--- config.mk ---
export PLATFORM = sky130hd
export DESIGN_NAME = cubic
export DESIGN_NICKNAME = d
export VERILOG_FILES = /design/src/rtl/cubic.sv
export SDC_FILE = /design/constraint.sdc
export NUM_CORES = 1
export LEC_CHECK = 0
export CORE_MARGIN = 2
export CORE_UTILIZATION = 25
export CTS_CLUSTER_SIZE = 30
export DETAILED_ROUTE_END_ITERATION = 10
export PLACE_DENSITY = 0.42
export RECOVER_POWER = 100
export REMOVE_ABC_BUFFERS = 1
export SLEW_MARGIN = 15
export SYNTH_ARGS = -nofsm -noshare
export SYNTH_HDL_FRONTEND = slang
export SYNTH_SLANG_ARGS = --single-unit
--- constraint.sdc ---
create_clock -name clk_i -period 7.7 [get_ports clk_i]
set_clock_uncertainty 0.15 [all_clocks]
set_input_delay 1.54 -clock clk_i [delete_from_list [all_inputs] [get_ports clk_i]]
set_output_delay 1.54 -clock clk_i [all_outputs]
set_load 0.05 [all_outputs]
--- src/rtl/cubic.sv ---
// cubic: sequential 8-bit integer cube root driving a shared adder/subtractor, plus the ec4_2/dc2_4 arbiter parts.
// Optional CUBIC_SKIP_SUB_EN compares locally and skips requests whose subtraction would not be taken.
module cubic (
    input  logic       clk_i,
    input  logic       rst_i,
    input  logic [7:0] x_bi,
    input  logic       start_i,
    output logic       busy_o,
    output logic [2:0] y_bo,
    output logic       addsub_req,
    input  logic       addsub_ready,
    output logic       addsub_mode,
    output logic [7:0] addsub_a,
    output logic [7:0] addsub_b,
    input  logic [7:0] addsub_res
);
    typedef enum logic [1:0] {IDLE, CALC, REQ} st_t;
    st_t        st_q;
    logic [7:0] r_q, b_q, yw, b_d;
    logic [2:0] y_q, yo_q, s_q, y2, y_inc;
    logic       ge;
    // y never exceeds 3 before doubling, so the doubled value fits in 3 bits
    assign y2    = {y_q[1:0], 1'b0};
    assign yw    = {5'd0, y2};
    assign b_d   = (yw * 8'd3 * (yw + 8'd1) + 8'd1) << s_q;
    assign ge    = r_q >= b_q;
    assign y_inc = y_q + {2'b00, ge};
    assign busy_o      = st_q != IDLE;
    assign y_bo        = yo_q;
    assign addsub_req  = st_q == REQ;
    assign addsub_mode = !addsub_req;
    assign addsub_a    = addsub_req ? r_q : 8'd0;
    assign addsub_b    = addsub_req ? b_q : 8'd0;
    always_ff @(posedge clk_i or negedge rst_i) begin
        if (!rst_i) begin
            st_q <= IDLE;
            r_q  <= 8'd0;
            b_q  <= 8'd0;
            y_q  <= 3'd0;
            yo_q <= 3'd0;
            s_q  <= 3'd0;
        end else begin
            case (st_q)
                IDLE: if (start_i) begin
                    r_q  <= x_bi;
                    y_q  <= 3'd0;
                    s_q  <= 3'd6;
                    st_q <= CALC;
                end
                CALC: begin
                    b_q <= b_d;
                    y_q <= y2;
`ifdef CUBIC_SKIP_SUB_EN
                    if (r_q >= b_d) st_q <= REQ;
                    else if (s_q == 3'd0) begin
                        yo_q <= y2;
                        st_q <= IDLE;
                    end else s_q <= s_q - 3'd3;
`else
                    st_q <= REQ;
`endif
                end
                REQ: if (addsub_ready) begin
                    if (ge) r_q <= addsub_res;
                    y_q <= y_inc;
                    if (s_q == 3'd0) begin
                        yo_q <= y_inc;
                        st_q <= IDLE;
                    end else begin
                        s_q  <= s_q - 3'd3;
                        st_q <= CALC;
                    end
                end
                default: st_q <= IDLE;
            endcase
        end
    end
endmodule


[Word level (Yosys, flattened, before mapping)]
Index checks and enable logic that the tools add are counted.
Word-level totals
  word-level logic and storage cells: 48
  flip-flop bits (word level): 27
  output and inout bits: 22
Operators by class
  eq/ne operators: 6
  mux-type cells: 17
  reductions and logical operators: 11
  shifts and indexed selects: 1
  $add $sub $neg: 4
  multiply operators: 2
  order comparisons: 1
Operators with widths (number)
  8-bit 2-to-1 mux: 5
  8-bit case mux with 2 select lines: 1
  3-bit 2-to-1 mux: 5
  3-bit case mux with 3 select lines: 1
  8-bit by 1-bit adder with 8-bit output (second input constant): 1
  8-bit greater-or-equal comparator: 1
  4-bit AND reduction: 2
  8-bit by 3-bit left shift with 8-bit output: 1
  4-bit by 4-bit multiplier with 7-bit output: 1
  2-bit case mux with 3 select lines: 1
  3-bit case mux with 2 select lines: 1
  3-bit AND reduction: 2
  3-bit by 1-bit adder with 4-bit output (second input constant): 1
  2-bit by 2-bit multiplier with 4-bit output (second input constant): 1
  2-bit 2-to-1 mux: 2
  2-bit by 1-bit inequality test with 1-bit output (second input constant): 2
  2-bit inequality test (second input constant): 2
  2-bit nonzero test: 2
  3-bit by 1-bit adder with 3-bit output: 1
  3-bit logical NOT: 1
  3-bit nonzero test: 1
  3-bit by 2-bit subtractor with 3-bit output (second input constant): 1
  2-bit by 1-bit equality test with 1-bit output (second input constant): 1
  2-bit equality test (second input constant): 1
  4 further kinds: 4

[Depth between registers and ports, before layout]
  depth in word-level cells: 4
  mapped depth: 14

[Worst setup path before layout]
Ideal clock, no wire load.
  path kind: reg2out
  start point: register st_q[0]
  end point: output port addsub_a[5]
  buffers on the path: 2
  data required time: 6010 ps
  cell stages (with the launch flop): 7
  arrival: 2512 ps
  path slack: 3498 ps
  cells stage by stage: dfrtp_1 > inv_1 > ha_1 > buf_2 > inv_2 > buf_1 > nor2_1
On the way
  word-level cells in the longest chain between the ends: 2
Ends and longest elaborated chain
  from (decl): line 18  | st_t st_q;
  from (signal assigned): line 36  | st_q <= IDLE;
  from (signal assigned): line 48  | st_q <= CALC;
  from (signal assigned): line 60  | st_q <= REQ;
  2-bit equality test: line 30  | assign addsub_req = st_q == REQ;
  named net addsub_req: line 10  | output logic addsub_req,
  8-bit 2-to-1 mux: line 32  | assign addsub_a = addsub_req ? r_q : 8'd0;
  to (decl): line 13  | output logic [7:0] addsub_a,
The timed path passes the listed nets, and every way through them passes these cells.

[Worst setup path in the final report]
  start point: register st_q[0]
  end point: output port addsub_b[0]
On the way
  word-level cells in the longest chain between the ends: 2
Ends and longest elaborated chain
  2-bit equality test: line 30
  8-bit 2-to-1 mux: line 33  | assign addsub_b = addsub_req ? b_q : 8'd0;
  to (decl): line 14  | output logic [7:0] addsub_b,
Every way passes these cells.

==> impl_metrics.tcl <==
set metrics [dict create \
    power_per_cell_area_nw_per_um2 361 \
    maxCapViolations 1 \
    cts_tree "yes" \
    fin_crit_ns 3.97 \
    status "complete, but fails checks" \
    wl_met1_mm 3.15 \
    synth_seq_area_share_pct 29.9 \
    ir_worst_vdd_uv 139 \
    ys.flop_type "dfrtp_1" \
    worstSetupStartpointType "flip-flop" \
    grt_pass1_wl_mm 10.6 \
    fp.coreArea_um2 8760 \
    rsz0062_at_grt "no" \
    overflow 0 \
    first_global_vias 2076 \
    relSlewSlack_pct -6.69 \
    synth_cells 267 \
    place_hpwl_mm 4.58 \
    clkLatencyLatePin_ns 0.28 \
    antenna_cells 0 \
    syn_area_um2 2260 \
    met3WireLength_um 190 \
    drt_iter0_drc 115 \
    cts_max_path_buffers 2 \
    place.gp.congestion 0.755 \
    netlist_top_cells_area "dfrtp_1 (30%), ha_1 (17%), o21ai_0 (5.3%)" \
    utilization_pct 31.7 \
    dr_total_vias 1994 \
    async_reset_ff_share_pct 100 \
    drtAntennaViolNets 0 \
    highest_layer "met4" \
    path_max_fanout 21 \
    die_y_um 99.2 \
    io_buffers 41 \
    routed-wl-met2_mm 2.82 \
    hold_viol_final 0 \
    drtPass1Iterations 4 \
    grt_use_total_pct 13.2 \
    critPathKind "reg -> out" \
    cts.sinks 27 \
    cp_data_required_time_ns 6.01 \
    drt-wirelength-per-cell_um 15.2 \
    worstMarginPinSlew_ns 1.60 \
    yosysTopAreaCellShare_pct 29.9 \
    drive_above_1_share_pct 5.65 \
    setup_tns_ns 0 \
    finalCritPeriodShare_pct 51.6 \
    yosysUniqueCellTypes 49 \
    antenna_found_initial 0 \
    cts_made_buffers 3 \
    initial_core_util_pct 25.8 \
    fin_nets 352 \
    ys_seq_elements 27 \
    die_area_um2 9830 \
    routed_wl_mm 6.20 \
    rows 34 \
    area_growth_pct 22.7 \
    drc 0 \
    ioPinCount 42 \
    failed_checks "max-capacitance violations, max-slew violations" \
    cts_resized 0 \
    die_w_um 99.2 \
    finalSetupViolCount 0 \
    htreeDepth 1 \
    viasPerCell 4.88 \
    synth_warnings 0 \
    drv_slew 28 \
    leakagePower_nw 1.27 \
    cts_setup_buffers 0 \
    syn_area_per_cell_um2 8.48 \
    synth-edff-count 0 \
    clk_pin_slew_ns 0.09 \
    critPathCaptureType "output pin" \
    synth_area_leader_cell "dfrtp_1" \
    fmax_mhz 252 \
    hp-class "reg -> reg" \
    cts_root_buf "clkbuf_8" \
    critPathArrivalTime_ns 2.28 \
    hold_buffers 0 \
    grt_max_degree 28 \
]
registers in the layout, indices dropped and copies added, names as in the netlist:
| name | count |
|---|---|
| b_q | 8 |
| r_q | 8 |
| s_q | 3 |
| st_q | 2 |
| y_bo | 3 |
| y_q | 3 |
cell type report:
cell class / count / area, um^2
Fill cell: 927 / 5990
Multi-Input combinational cell: 200 / 1400
Sequential cell: 27 / 676
Timing Repair Buffer: 43 / 422
Tap cell: 108 / 135
Inverter: 27 / 101
Clock buffer: 4 / 45.0
critical path, stage by stage, from the launching register on:
cell and delay (ns):
dfrtp_1 0.41, inv_1 0.10, ha_1 0.19, buf_4 0.28, and2_1 0.16, dlygate4sd3_1 0.87
where the power goes:
group / switching, W / total (W) / leakage (nW) / internal (W)
combinational: 0.000436 / 0.000662 / 0.916 / 0.000226
clock: 0.0000467 / 0.0000838 / 0.0228 / 0.0000371
sequential: 0.0000649 / 0.000258 / 0.331 / 0.000193
cell usage after synthesis, types with 2 or more instances:
cell and instances:
and2_1 3, mux2_2 3, nand2_1 22, ha_1 30
nand2b_1 6, buf_1 2, or3_1 7, a21oi_1 15
o32ai_1 2, a311oi_2 8, xor2_1 2, nor2b_1 3
inv_2 2, nor3_1 3, clkbuf_1 6, o22ai_1 11
buf_2 4, dfrtp_1 27, inv_1 24, mux2i_1 2
o21ai_0 24, nor2_1 27, a21o_1 2, nand3_1 6
xnor2_1 2
final timing paths:
kind | to | slack (ns) | start | cells past startpoint
worst max-delay path | addsub_b[0] | 3.73 | st_q[0]$_DFFE_PN0P_ | 5
worst min-delay path | y_bo[2]$_DFFE_PN0P_ | 0.36 | y_bo[2]$_DFFE_PN0P_ | 2
worst max register to register | y_q[2]$_DFFE_PN0P_ | 3.83 | r_q[0]$_DFFE_PN0P_ | 12
worst min register to register | y_bo[2]$_DFFE_PN0P_ | 0.36 | y_bo[2]$_DFFE_PN0P_ | 2
max in group asynchronous | r_q[0]$_DFFE_PN0P_ | 4.43 | rst_i | 2
min in group asynchronous | b_q[5]$_DFFE_PN0P_ | 2.03 | rst_i | 2
logic make-up after synthesis:
family | after synthesis | synth area share [%]
buffers and inverters | 40 | 7.19
AO/OA/AOI/OAI | 79 | 25.4
adder cells (fa/ha/maj) | 30 | 16.6
AND/OR/NAND/NOR | 82 | 17.1
flip-flops | 27 | 29.9
multiplexers | 5 | 2.38
XOR/XNOR | 4 | 1.55
per-layer routing:
| layer | GRT usage, % | vias to the layer above |
|---|---|---|
| li1 | - | 1007 |
| met1 | 18.6 | 947 |
| met2 | 22.0 | 38 |
| met3 | 1.97 | 2 |
| met4 | 2.21 | 0 |
| met5 | 0 | - |
metrics by stage:
stage / hold slack, ns / cells / cell area [um^2] / power, W / worst slack (ns)
6_report: 0.358 / 409 / 2780 / 0.00100 / 3.73
5_1_grt: 0.381 / 409 / 2780 / 0.00111 / 3.47
4_1_cts: 0.363 / 409 / 2810 / 0.00105 / 3.76
3_5_place_dp: 0.320 / 405 / 2760 / 0.000958 / 4.08
3_3_place_gp: 0.328 / 405 / 2760 / 0.000968 / 4.09
2_1_floorplan: 0.336 / 254 / 2200 / 0.000750 / 3.40
cells in the final DEF, fill, tap and decap left out, types with 3 or more instances in the layout:
master | netlist | layout
nor2b_1 | 3 | 3
or3_1 | 7 | 7
a311oi_2 | 8 | 7
nand3_1 | 6 | 6
mux2_2 | 3 | 3
o21ai_0 | 24 | 25
clkbuf_8 | 0 | 3
inv_1 | 24 | 24
clkdlybuf4s50_1 | 0 | 17
dlygate4sd3_1 | 0 | 24
o22ai_1 | 11 | 11
a21oi_1 | 15 | 15
nand2_1 | 22 | 22
dfrtp_1 | 27 | 27
nor3_1 | 3 | 3
nand2b_1 | 6 | 6
ha_1 | 30 | 30
and2_1 | 3 | 3
nor2_1 | 27 | 27
No activity file was read; power rests on OpenSTA's default activity.
